File: config.mk
export PLATFORM = sky130hd
export DESIGN_NAME = updown_key_pulser
export DESIGN_NICKNAME = d
export VERILOG_FILES = /design/src/rtl/key_pkg.sv /design/src/rtl/key_debounce.sv /design/src/rtl/updown_key_pulser.sv
export SDC_FILE = /design/constraint.sdc
export NUM_CORES = 1
export LEC_CHECK = 0
export CORE_UTILIZATION = 56
export DETAILED_ROUTE_END_ITERATION = 8
export DONT_BUFFER_PORTS = 1
export GPL_TIMING_DRIVEN = 0
export HOLD_SLACK_MARGIN = 0.05
export PLACE_DENSITY_LB_ADDON = 0.05
export RECOVER_POWER = 50
export SLEW_MARGIN = 10
export SYNTH_ARGS = -nofsm -noshare
export SYNTH_HDL_FRONTEND = slang
export SYNTH_SLANG_ARGS = --single-unit
File: constraint.sdc
create_clock -name clk -period 1.84 [get_ports clk]
set_clock_uncertainty 0.1 [all_clocks]
set_input_delay 0.368 -clock clk [delete_from_list [all_inputs] [get_ports clk]]
set_output_delay 0.368 -clock clk [all_outputs]
set_load 0.02 [all_outputs]
File: src/rtl/key_pkg.sv
// rtl/key_pkg.sv - shared types and constants for the up/down key front-end
package key_pkg;

  typedef enum logic [1:0] {
    ST_IDLE,
    ST_DELAY,
    ST_REPEAT
  } rep_state_t;

  localparam int KEY_ADD  = 0;
  localparam int KEY_SUB  = 1;
  localparam int KEY_HOLD = 2;

  localparam int DEF_DEBOUNCE_CYCLES = 20000;
  localparam int DEF_REPEAT_DELAY    = 5000000;
  localparam int DEF_REPEAT_PERIOD   = 1000000;

  function automatic int max_int(input int a, input int b);
    return (a > b) ? a : b;
  endfunction

endpackage

File: src/rtl/key_debounce.sv
// rtl/key_debounce.sv - 2-flop synchroniser, debounce counter, debounced level and rising-edge pulse
module key_debounce #(
  parameter int DEBOUNCE_CYCLES = 20000
) (
  input  logic clk,
  input  logic rst,
  input  logic raw,
  output logic level,
  output logic rise
);

  localparam int CW = $clog2(DEBOUNCE_CYCLES + 1);
  localparam logic [CW-1:0] CNT_LAST = CW'(DEBOUNCE_CYCLES - 1);
  localparam logic [CW-1:0] CNT_MAX  = {CW{1'b1}};

  logic          sync1, sync2;
  logic [CW-1:0] cnt;

  always_ff @(posedge clk) begin
    if (rst) begin
      sync1 <= 1'b0;
      sync2 <= 1'b0;
      cnt   <= '0;
      level <= 1'b0;
      rise  <= 1'b0;
    end else begin
      sync1 <= raw;
      sync2 <= sync1;
      rise  <= 1'b0;
      // Any cycle where the synchronised level agrees with the state restarts the count.
      if (sync2 != level) begin
        if (cnt == CNT_LAST) begin
          level <= sync2;
          rise  <= sync2;
          cnt   <= '0;
        end else if (cnt != CNT_MAX) begin
          cnt <= cnt + 1'b1;
        end
      end else begin
        cnt <= '0;
      end
    end
  end

endmodule

File: src/rtl/updown_key_pulser.sv
// rtl/updown_key_pulser.sv - key front-end producing add/sub pulses and a latched hold level
// Auto-repeat logic is built only when UPDOWN_KEY_AUTOREPEAT_EN is defined.
module updown_key_pulser
  import key_pkg::*;
#(
  parameter int DEBOUNCE_CYCLES = DEF_DEBOUNCE_CYCLES,
  parameter int REPEAT_DELAY    = DEF_REPEAT_DELAY,
  parameter int REPEAT_PERIOD   = DEF_REPEAT_PERIOD
) (
  input  logic clk,
  input  logic rst,
  input  logic key_add_raw,
  input  logic key_sub_raw,
  input  logic key_hold_raw,
  output logic add,
  output logic sub,
  output logic hold
);

  if (DEBOUNCE_CYCLES < 1 || REPEAT_DELAY < 1 || REPEAT_PERIOD < 1) begin : g_param_check
    $error("updown_key_pulser: timing parameters must be at least 1");
  end

  logic [2:0] key_raw, key_lvl, key_rise;

  assign key_raw[KEY_ADD]  = key_add_raw;
  assign key_raw[KEY_SUB]  = key_sub_raw;
  assign key_raw[KEY_HOLD] = key_hold_raw;

  for (genvar i = 0; i < 3; i++) begin : g_key
    key_debounce #(
      .DEBOUNCE_CYCLES(DEBOUNCE_CYCLES)
    ) u_debounce (
      .clk  (clk),
      .rst  (rst),
      .raw  (key_raw[i]),
      .level(key_lvl[i]),
      .rise (key_rise[i])
    );
  end

  logic hold_q, lock_q, lock_n, add_q, sub_q, add_n, sub_n;
  logic ev_add, ev_sub;

  // Lockout spans from both keys being down until both are released again.
  assign lock_n = (lock_q | (key_lvl[KEY_ADD] & key_lvl[KEY_SUB]))
                & (key_lvl[KEY_ADD] | key_lvl[KEY_SUB]);
  assign ev_add = key_rise[KEY_ADD] & ~key_lvl[KEY_SUB] & ~lock_q & ~hold_q;
  assign ev_sub = key_rise[KEY_SUB] & ~key_lvl[KEY_ADD] & ~lock_q & ~hold_q;

`ifdef UPDOWN_KEY_AUTOREPEAT_EN
  localparam int CNT_W = $clog2(max_int(REPEAT_DELAY, REPEAT_PERIOD) + 1);
  localparam logic [CNT_W-1:0] DELAY_LAST  = CNT_W'(REPEAT_DELAY - 1);
  localparam logic [CNT_W-1:0] PERIOD_LAST = CNT_W'(REPEAT_PERIOD - 1);
  localparam logic [CNT_W-1:0] CNT_MAX     = {CNT_W{1'b1}};

  rep_state_t       state_q, state_n;
  logic             key_q, key_n;
  logic [CNT_W-1:0] cnt_q, cnt_n;
  logic             rep_pulse, abort, own_lvl, other_lvl;

  always_ff @(posedge clk) begin
    if (rst) begin
      state_q <= ST_IDLE;
      key_q   <= 1'b0;
      cnt_q   <= '0;
    end else begin
      state_q <= state_n;
      key_q   <= key_n;
      cnt_q   <= cnt_n;
    end
  end

  always_comb begin
    state_n   = state_q;
    key_n     = key_q;
    cnt_n     = cnt_q;
    rep_pulse = 1'b0;
    own_lvl   = key_q ? key_lvl[KEY_SUB] : key_lvl[KEY_ADD];
    other_lvl = key_q ? key_lvl[KEY_ADD] : key_lvl[KEY_SUB];
    abort     = hold_q | ~own_lvl | other_lvl;
    case (state_q)
      ST_DELAY: begin
        if (abort) begin
          state_n = ST_IDLE;
          cnt_n   = '0;
        end else if (cnt_q == DELAY_LAST) begin
          state_n   = ST_REPEAT;
          rep_pulse = 1'b1;
          cnt_n     = '0;
        end else if (cnt_q != CNT_MAX) begin
          cnt_n = cnt_q + 1'b1;
        end
      end
      ST_REPEAT: begin
        if (abort) begin
          state_n = ST_IDLE;
          cnt_n   = '0;
        end else if (cnt_q == PERIOD_LAST) begin
          rep_pulse = 1'b1;
          cnt_n     = '0;
        end else if (cnt_q != CNT_MAX) begin
          cnt_n = cnt_q + 1'b1;
        end
      end
      default: begin
        state_n = ST_IDLE;
      end
    endcase
    // A fresh single-key press always (re)starts the delay for that key.
    if (ev_add || ev_sub) begin
      state_n = ST_DELAY;
      key_n   = ev_sub;
      cnt_n   = '0;
    end
    add_n = ev_add | (rep_pulse & ~key_q);
    sub_n = ev_sub | (rep_pulse & key_q);
  end
`else
  assign add_n = ev_add;
  assign sub_n = ev_sub;
`endif

  always_ff @(posedge clk) begin
    if (rst) begin
      hold_q <= 1'b0;
      lock_q <= 1'b0;
      add_q  <= 1'b0;
      sub_q  <= 1'b0;
    end else begin
      hold_q <= hold_q ^ key_rise[KEY_HOLD];
      lock_q <= lock_n;
      add_q  <= add_n;
      sub_q  <= sub_n;
    end
  end

  assign add  = add_q;
  assign sub  = sub_q;
  assign hold = hold_q;

endmodule

# == Word level (Yosys, flattened, before mapping) ==
# Index checks and enable logic that the tools add are counted.
# word_totals
register_bits,61
inputBits,5
out_inout_bits,3
wordCells,61
# op_classes
addsub,3
eq_ne,9
n_bitwise,21
reduce_logical,9
# ops
operator,n
adder 15 x 1 -> 15 bit (second input constant),3
equality test 15 bit (second input constant),3
inequality test 15 bit (second input constant),3
OR reduction 3 bit,6
NOT 1 bit,10
AND 1 bit,8
AND reduction 2 bit,3
inequality test 1 bit,3
OR 1 bit,2
XOR 1 bit,1

# == Longest topological paths before layout ==
# depth
depth_word,4
mapped_depth,7

# == Cells and area by module ==
# Synthesis repeated with hierarchy kept, for this count alone.
# unflattened
hier_cells,303
area_unflattened_um2,2762.6
# modules_own_cells
module,n_inst,cells_per_inst,area_per_inst_um2
key_debounce,3,97,878.3
updown_key_pulser,1,12,127.6

# == Worst setup path after synthesis ==
# OpenSTA, ideal clock, no wires.
# synth_path
path_type,flip-flop to flip-flop
start,register g_key[2].u_debounce.cnt[0]
end,register g_key[2].u_debounce.cnt[1]
setup_time_ns,0.114
arrival_time_ns,1.729
required_time_ns,1.626
slack_ns,-0.103
stages_incl_launch_ff,8
period_less_slack_ns,1.943
cell_sequence,dfxtp_1 > ha_1 > nand4_1 > nor4_1 > buf_2 > buf_4 > mux2i_1 > nor2_1
# synth_between
elab_chain_cells,2
elab_cells_between_ends,4
classes_between,1 x add/sub; 2 x eq/ne; 1 x reduce/logical
# synth_rtl
element,line,source
start: declaration,key_debounce.sv:17,logic [CW-1:0] cnt;
start signal: assignment,key_debounce.sv:37,cnt <= cnt + 1'b1;
"parallel branches: the longest is 2 deep, another holds adder 15 x 1 -> 15 bit",-,
# Several ways; the timed one is not identified.
# A chain may end at the register's enable or synchronous reset.

# == Worst setup path after layout ==
# layout_path
start,register g_key[2].u_debounce.cnt[8]
end,register g_key[2].u_debounce.cnt[6]
# layout_between
elab_chain_cells,2
elab_cells_between_ends,3
classes_between,2 x eq/ne; 1 x reduce/logical
# layout_rtl
element,line,source
equality test 15 bit,key_debounce.sv:32,if (cnt == CNT_LAST) begin
OR reduction 3 bit (no line),-,
# Several ways; a longest one is shown, not always the timed one.

==> flow_metrics.tcl <==
set metrics [dict create \
    synth_seq_cells 61 \
    critical_path_class "flop to flop" \
    p_total_w 0.00271 \
    synth_cells 320 \
    synthesis.area_um2 2800 \
    num_antenna_cells 0 \
    cp_max_fo 5 \
    port_buffers 0 \
    met1Wirelength_um 2840 \
    worstPathRequired_ps 1970 \
    slew_violations 0 \
    violations "setup timing" \
    n_fill_cell 355 \
    critPathLaunchType "flop" \
    regArea_um2 1250 \
    rows 25 \
    core_um2 4750 \
    setup_ws_ps -80.2 \
    drt-initial-drc-count 106 \
    clock-sinks 61 \
    p_seq_frac 0.491 \
    grt_max_degree 12 \
    drive_gt1_frac 0.273 \
    combPwrFrac 0.019 \
    wl_per_cell_um 14.5 \
    cp.arrival_ps 2050 \
    die_w_um 72.7 \
    power_leakage_nw 1.15 \
    status "finished, violations left" \
    cts_made_buffers 9 \
    htree_levels 3 \
    dp_hpwl_um 3650 \
    end_kind "flop" \
    dr_wl_met2_um 3040 \
    maxUsedRoutingLayer "met4" \
    nNetsFinal 365 \
    syn2layout_area_growth_pct 25.6 \
    finalCriticalPeriod_ps 1920 \
    hold_path.class "input pin to flop" \
    fmax_ghz 0.521 \
    ios 8 \
    wl_um 6220 \
    cts_tree "yes" \
    rsz0062_at_grt "yes" \
    cts_root_buf "clkbuf_8" \
    final_core_util 0.741 \
    setup_viol 26 \
    cts.path.max_buffers 2 \
    synth_area_per_cell_um2 8.76 \
    power.internal_w 0.00215 \
    grt_pass1_vias 2176 \
    drc 0 \
    multi_input_area_um2 1640 \
    initial_core_util 0.589 \
    globalRouteTotalUtil 0.243 \
    vias 2490 \
    drt-vias-per-instance 5.80 \
    switchingPower_w 0.000567 \
    tightest_slew_ps 501 \
    path_clk_slew_ps 70 \
    maxCapViolCount 0 \
    syn_nets 328 \
    drt-pass1-iter-count 4 \
    powerDensity_nw_per_um2 771 \
    met3WireLength_um 246 \
    ant_nets 0 \
    grt_pass1_wl_um 9770 \
    antenna_found_initial 0 \
    synth_seq_area_share 0.436 \
    synth_cell_types 44 \
    maxSlewHeadroom 0.666 \
    yosys_warnings 0 \
    period_share 1.04 \
    die_h_um 72.7 \
    p_clk_frac 0.490 \
    grt-ovfl-total 0 \
    insertion_delay_ps 350 \
    ir_worst_vdd_uv 649 \
    swShare 0.209 \
    gp_congestion 0.839 \
    hold_violations 0 \
    dieArea_um2 5290 \
]
stage by stage:
stage	TNS [ps]	worst slack [ps]	cells	cell area [um2]	hold WS [ps]
detailed placement	-9370	-387	387	2900	320
finish	-1460	-80.2	429	3520	221
floorplan	-221	-26.7	320	2820	300
global placement	-8820	-338	387	2900	304
CTS	-1080	-81.4	417	3320	217
global route	-3860	-123	429	3520	206
worst max-delay path: stages, from the launching register on:
cell and delay (ps):
dfxtp_2 320, or4_1 510, or4_4 570, nand2_4 140
buf_6 130, a21oi_1 40
repair_timing:
action / in CTS / in global routing
hold endpoints to repair: 3 / 0
hold buffers: 3 / 0
pin swaps: 6 / 14
gates resized for setup: 24 / 40
setup endpoints to repair: 45 / 46
buffers inserted: 10 / 12
cloned: 1 / 1
area by class of cell:
type	count	share of cell area
clock buffers	10	0.0391
plain buffers	9	0.0224
well taps	67	0.0238
inverters	7	0.00746
multi-input cells	242	0.466
clock inverters	6	0.0245
repair buffers	27	0.0633
flip-flops and latches	61	0.354
cell usage after synthesis (all sizes together):
library cell,number,share of area
dfxtp,61,0.44
a21oi,29,0.052
nor2,27,0.036
nand3,21,0.037
or3,17,0.038
nand2,16,0.024
nand4,13,0.031
o21ai,13,0.023
nor3,12,0.021
and3,10,0.022
a211oi,9,0.026
mux2i,8,0.029
or4,8,0.023
inv,7,0.0094
nor2b,7,0.016
nor4,7,0.020
xnor2,7,0.022
buf,6,0.016
or2,6,0.013
o31ai,5,0.013
and4,4,0.012
clkbuf,4,0.0054
nor4b,4,0.015
xor2,4,0.012
a31oi,3,0.0067
ha,3,0.013
a21boi,1,0.0027
a41oi,1,0.0031
and2,1,0.0022
nand3b,1,0.0027
nor3b,1,0.0027
o21ba,1,0.0036
o311ai,1,0.0031
o41ai,1,0.0031
or4b,1,0.0036
flip-flops by register name, indices dropped and copies added (netlist names):
| register | flops |
|---|---|
| add | 1 |
| g_key.u_debounce.cnt | 45 |
| g_key.u_debounce.level | 3 |
| g_key.u_debounce.rise | 3 |
| g_key.u_debounce.sync1 | 3 |
| g_key.u_debounce.sync2 | 3 |
| hold | 1 |
| lock_q | 1 |
| sub | 1 |
cells by family after synthesis:
logic type | Yosys count | share of synthesized area
flops | 61 | 0.436
fa+ha+maj | 3 | 0.0134
xor+xnor | 11 | 0.0344
simple gates | 156 | 0.321
buf+inv | 17 | 0.0304
mux | 8 | 0.0286
compound gates | 64 | 0.137
worst paths after layout:
check                                   from  cells past startpoint  slack [ps]                          to
setup / recovery  g_key[2].u_debounce.cnt[8]                      5         -80  g_key[2].u_debounce.cnt[6]
hold / removal                           rst                      3         220  g_key[0].u_debounce.cnt[4]
setup reg to reg  g_key[2].u_debounce.cnt[8]                      5         -80  g_key[2].u_debounce.cnt[6]
hold reg to reg    g_key[2].u_debounce.sync1                      1         340   g_key[2].u_debounce.sync2
power by group through the flow:
stage / logic, W / registers, W / clock network, W
2_1_floorplan: 0.0000276 / 0.00136 / 0
3_3_place_gp: 0.0000345 / 0.00136 / 0
3_5_place_dp: 0.0000349 / 0.00136 / 0
4_1_cts: 0.0000444 / 0.00133 / 0.00137
5_1_grt: 0.0000554 / 0.00133 / 0.00143
6_report: 0.0000513 / 0.00133 / 0.00133
layout by cell type, fill, tap and decap left out, types with 3 or more instances in the layout:
master / count
and3_1: 10
nor3_1: 11
clkbuf_8: 10
dlygate4sd3_1: 3
a211oi_1: 6
nand3_1: 20
dfxtp_1: 45
nor4_1: 4
inv_1: 6
a211oi_2: 3
buf_6: 7
and4_1: 4
nor2_1: 25
or4_1: 6
mux2i_1: 8
a21oi_1: 23
or3_1: 15
nand2_1: 14
nor2b_1: 7
buf_4: 20
a31oi_1: 3
o31ai_1: 5
xor2_1: 4
xnor2_1: 7
dfxtp_2: 14
or2_2: 6
nand4_1: 12
a21oi_2: 6
o21ai_0: 12
routing by layer:
layer  GRT usage  vias to the layer above
li1            -                     1274
met1       0.295                     1167
met2       0.388                       41
met3      0.0884                        8
met4       0.102                        0
met5           0                        -
Note: power is estimated with default switching activity, not from simulation.
==> patch 1 (same settings) <==
Put one more register stage on the output `hold`. The value now appears one clock later. The other outputs are not delayed to match.
--- a/src/rtl/updown_key_pulser.sv
+++ b/src/rtl/updown_key_pulser.sv
@@ -138,5 +138,7 @@
   assign add  = add_q;
   assign sub  = sub_q;
-  assign hold = hold_q;
+  always_ff @(posedge clk) begin
+    hold <= hold_q;
+  end
 
 endmodule
Function: same outputs for any inputs over 10 cycles, from zero or initial values and one cycle with rst high; that may be too few to reach the edited logic, so the function may still have changed.
==> patch 1 against the unedited design <==
- the run still ends with setup timing left
- wire length is 4.6% lower
- global-route usage is 0.23 points higher
- total power grew 2.1%
- final area fell by 1.7%
- worst setup slack worse by 19 ps
- sequential share of layout area rose by 1.2 points
- sequential cell count is 1 higher
- area after synthesis grew 0.71%
- critical path type unchanged
- largest power group is now clock
- highest routed layer unchanged
==> patch 1: results (changes against the unedited design) <==
| Result | This run | Unit | Change |
| --- | --- | --- | --- |
| Number of buffers added for setup after CTS | 12 | - | +2 |
| Global placement routability congestion | 0.852 | - | +1.5% |
| Vias in the first global route | 2250 | - | +3.4% |
| Slew at the pin closest to its max-slew limit | 458 | ps | -43.7 ps |
| Pin count of the biggest net entering global routing | 14 | - | +2 |
| Iteration-0 DRC Markers | 137 | - | +29% |
| Post-route setup slack | -99.2 | ps | -18.9 ps |
| Cell area after placement | 2920 | sq um | +0.69% |
| Total global routing track utilization | 0.245 | - | +0.00228 |
| Portion of netlist area occupied by mux cells | 0.0284 | - | -0.000203 |
| Filler cell count | 369 | - | +3.9% |
| Accumulated negative setup slack | -1260 | ps | +197 ps |
| Final setup fails | 15 | - | -42% |
| Combinational Power Share | 0.017 | - | -0.002 |
| Net count after synthesis | 329 | - | +0.30% |
| Adder-cell share of the synthesized area | 0.0133 | - | -0.0000950 |
| Worst hold slack | 233 | ps | +11.6 ps |
| Synthesized area divided by synthesized cell count | 8.79 | sq um | +0.40% |
| Failing checks | setup timing | - |  |
| Leakage dissipation | 0.00110 | uW | -4.4% |
| Number of detailed-routing iterations run before antenna repair | 5 | - | +1 |
| Sequential share of the synthesized area | 0.440 | - | +0.00400 |
| Avg WL per Cell | 14.1 | microns | -3.0% |
| Worst IR Drop VDD | 0.606 | mV | -6.6% |
| Post-placement setup slack | -364 | ps | +22.7 ps |
| Outcome | complete, but fails checks | - |  |
| Number of gates resized after cts | 36 | - | +50% |
| Post-layout nets | 358 | - | -1.9% |
## patch 1: path summary, 6_finish.rpt
check,from,to,cells after the start
max,g_key[2].u_debounce.cnt[8],g_key[2].u_debounce.cnt[2],5
min,rst,g_key[0].u_debounce.cnt[4],3
max reg2reg,g_key[2].u_debounce.cnt[8],g_key[2].u_debounce.cnt[2],5
min reg2reg,hold_q,hold,0
## patch 1: cell type report
| class | instances | area [sq um] | share of cell area |
|---|---|---|---|
| multi-input combinational | 242 | 1630 | 0.470 |
| sequential | 62 | 1270 | 0.366 |
| timing repair buffer | 19 | 161 | 0.0467 |
| clock buffer | 9 | 124 | 0.0358 |
| clock inverter | 7 | 103 | 0.0297 |
| tap | 67 | 83.8 | 0.0242 |
| buffer | 9 | 70.1 | 0.0203 |
| inverter | 7 | 26.3 | 0.00759 |
## patch 1: routing by layer
| layer | GRT usage | wire (microns) | vias to the layer above |
|---|---|---|---|
| li1 | - | - | 1252 |
| met1 | 0.305 | 2800 | 1190 |
| met2 | 0.398 | 2800 | 48 |
| met3 | 0.0649 | 228 | 12 |
| met4 | 0.109 | 101 | 0 |
| met5 | 0 | 0 | - |
## patch 1: worst max-delay path: stages, from the launching register on
cell and delay (ps):
sky130_fd_sc_hd__dfxtp_2 320, sky130_fd_sc_hd__or4_1 510, sky130_fd_sc_hd__or4_4 570, sky130_fd_sc_hd__nand2_4 150
sky130_fd_sc_hd__buf_6 150, sky130_fd_sc_hd__a21oi_2 30
## patch 1: kinds of logic after synthesis
family                     Yosys count
AOI/OAI and AO/OA                   64
xor gates and xnor gates            11
adders and majority gates            3
buffers and inverters               17
DFF                                 62
muxes                                8
and+or+nand+nor                    156
==> patch 2 (same settings) <==
Without the edit above. Build with the macro `UPDOWN_KEY_AUTOREPEAT_EN` defined.
--- a/src/rtl/updown_key_pulser.sv
+++ b/src/rtl/updown_key_pulser.sv
@@ -1,4 +1,6 @@
 // rtl/updown_key_pulser.sv - key front-end producing add/sub pulses and a latched hold level
 // Auto-repeat logic is built only when UPDOWN_KEY_AUTOREPEAT_EN is defined.
+`define UPDOWN_KEY_AUTOREPEAT_EN
+
 module updown_key_pulser
   import key_pkg::*;
Behaviour: no difference found for any inputs over 10 cycles, from zero or initial values and one cycle with rst high; that may be too few to reach the edited logic, so the function may still have changed.
==> patch 2 against the unedited design <==
- the run still ends with setup timing left
- critical path type unchanged
- hold slack better by 21 ps
- sequential cell count up 26
- total power up 19%
- area after synthesis up 53%
- critical path depth up 3
- wire length up 61%
- count of clock-buffer cells in the layout unchanged
- core utilization down 2.5 points
- die area up 52%
- synthesized cell count up 57%
- final area up 49%
- first-iteration DRC count up 42%
- worst setup slack worse by 360 ps
==> patch 2: results (changes against the unedited design) <==
| Result | This run | Unit | Change |
| --- | --- | --- | --- |
| CP arrival | 2380 | ps | +330 ps |
| Worst hold slack | 242 | ps | +20.6 ps |
| Vias in the first global route | 3487 | - | +60% |
| Ranking of synthesized cells by area | sky130_fd_sc_hd__dfxtp_1, sky130_fd_sc_hd__xnor2_1, sky130_fd_sc_hd__nor2_1, sky130_fd_sc_hd__nor3_1, sky130_fd_sc_hd__nand3_1 | - |  |
| Placed Cells incl. Taps | 600 | - | +55% |
| Synthesized area divided by synthesized cell count | 8.58 | sq um | -2.1% |
| Net count after synthesis | 512 | - | +56% |
| Worst hold path cell count | 2 | - | -1 |
| Combined area of the multi-input logic cells | 2760 | sq um | +68% |
| Fraction of final layout cells with drive strength greater than 1 | 0.238 | - | -0.0355 |
| Post-layout nets | 548 | - | +50% |
| Distinct cell type count after synthesis | 53 | - | +20% |
| Fraction of synthesized cell area in xor and xnor cells | 0.0856 | - | +0.0512 |
| Accumulated negative setup slack | -11850 | ps | -10390 ps |
| Slew at the pin closest to its max-slew limit | 698 | ps | +196 ps |
| Avg WL per Cell | 15.6 | microns | +7.7% |
| Global-route wire length before repair | 16000 | microns | +63% |
| Top post-synthesis cells by count | sky130_fd_sc_hd__dfxtp_1, sky130_fd_sc_hd__nor2_1, sky130_fd_sc_hd__xnor2_1 | - |  |
| Portion of netlist area occupied by mux cells | 0.0210 | - | -0.00760 |
| Post-route setup slack | -438 | ps | -358 ps |
| Leakage dissipation | 0.00167 | uW | +45% |
| Failing checks | setup timing | - |  |
| Adder-cell share of the synthesized area | 0.0175 | - | +0.00408 |
| Cell area after placement | 4480 | sq um | +54% |
| Outcome | complete, but fails checks | - |  |
| Final setup fails | 37 | - | +42% |
| Worst IR Drop VDD | 0.561 | mV | -14% |
| Number of detailed-routing iterations run before antenna repair | 6 | - | +2 |
| Crit path max fanout | 10 | - | +5 |
| Hpwl dp | 6290 | microns | +72% |
| Worst R2R Start | cnt_q[12] | - |  |
| Filler cell count | 535 | - | +51% |
| Global placement routability congestion | 0.822 | - | -2.0% |
| Post-placement setup slack | -613 | ps | -226 ps |
| Number of cells on the worst reg-to-reg path | 8 | - | +3 |
| Internal power | 2450 | uW | +14% |
| Clock slew seen by the registers of the worst setup and hold paths | 100 | ps | +30 ps |
| Routed via count divided by cell count | 6.05 | - | +4.2% |
| Sequential share of the synthesized area | 0.405 | - | -0.0304 |
==> patch 2: final cells by class <==
cell class,count,area share
Multi-Input combinational cell,378,0.526
Sequential cell,87,0.340
Buffer,17,0.0195
Inverter,13,0.00930
Clock inverter,6,0.00977
Timing Repair Buffer,31,0.0460
Clock buffer,10,0.0262
Tap cell,99,0.0236
==> patch 2: what timing repair did <==
| item | CTS | global route |
|---|---|---|
| setup buffers | 14 | 12 |
| hold buffers | 2 | 1 |
| pin swaps | 17 | 20 |
| endpoints found under the hold margin | 2 | 1 |
| gates resized for setup | 45 | 62 |
| cloned | 2 | 0 |
| endpoints found under the setup margin | 70 | 66 |
==> patch 2: layer usage <==
| metal | track usage | part of all wire | wire (microns) |
|---|---|---|---|
| met1 | 0.336 | 0.46 | 4590 |
| met2 | 0.413 | 0.49 | 4880 |
| met3 | 0.0548 | 0.039 | 395 |
| met4 | 0.0794 | 0.014 | 138 |
| met5 | 0 | 0 | 0 |
==> patch 2: kinds of logic after synthesis <==
group,after synthesis
mux,9
fa+ha+maj,6
flops,87
buf+inv,36
compound gates,84
simple gates,237
xor+xnor,42
==> patch 2: how the worst max path moves through the flow <==
stage	slack [ps]	start	end	cells past startpoint
finish	-440	cnt_q[12]	cnt_q[3]	8
global route	-480	cnt_q[12]	cnt_q[3]	8
CTS	-350	cnt_q[13]	cnt_q[3]	6
detailed placement	-610	cnt_q[0]	cnt_q[21]	6
global placement	-580	cnt_q[1]	cnt_q[19]	6
floorplan	-220	cnt_q[12]	cnt_q[12]	6
==> patch 2: power by group through the flow <==
stage / logic, uW / registers, uW / clock network (uW)
floorplan: 32.8 / 1940 / 0
global placement: 43.4 / 1940 / 0
detailed placement: 44.5 / 1940 / 0
CTS: 49.9 / 1890 / 1310
global route: 59.5 / 1890 / 1400
finish: 54.1 / 1890 / 1280
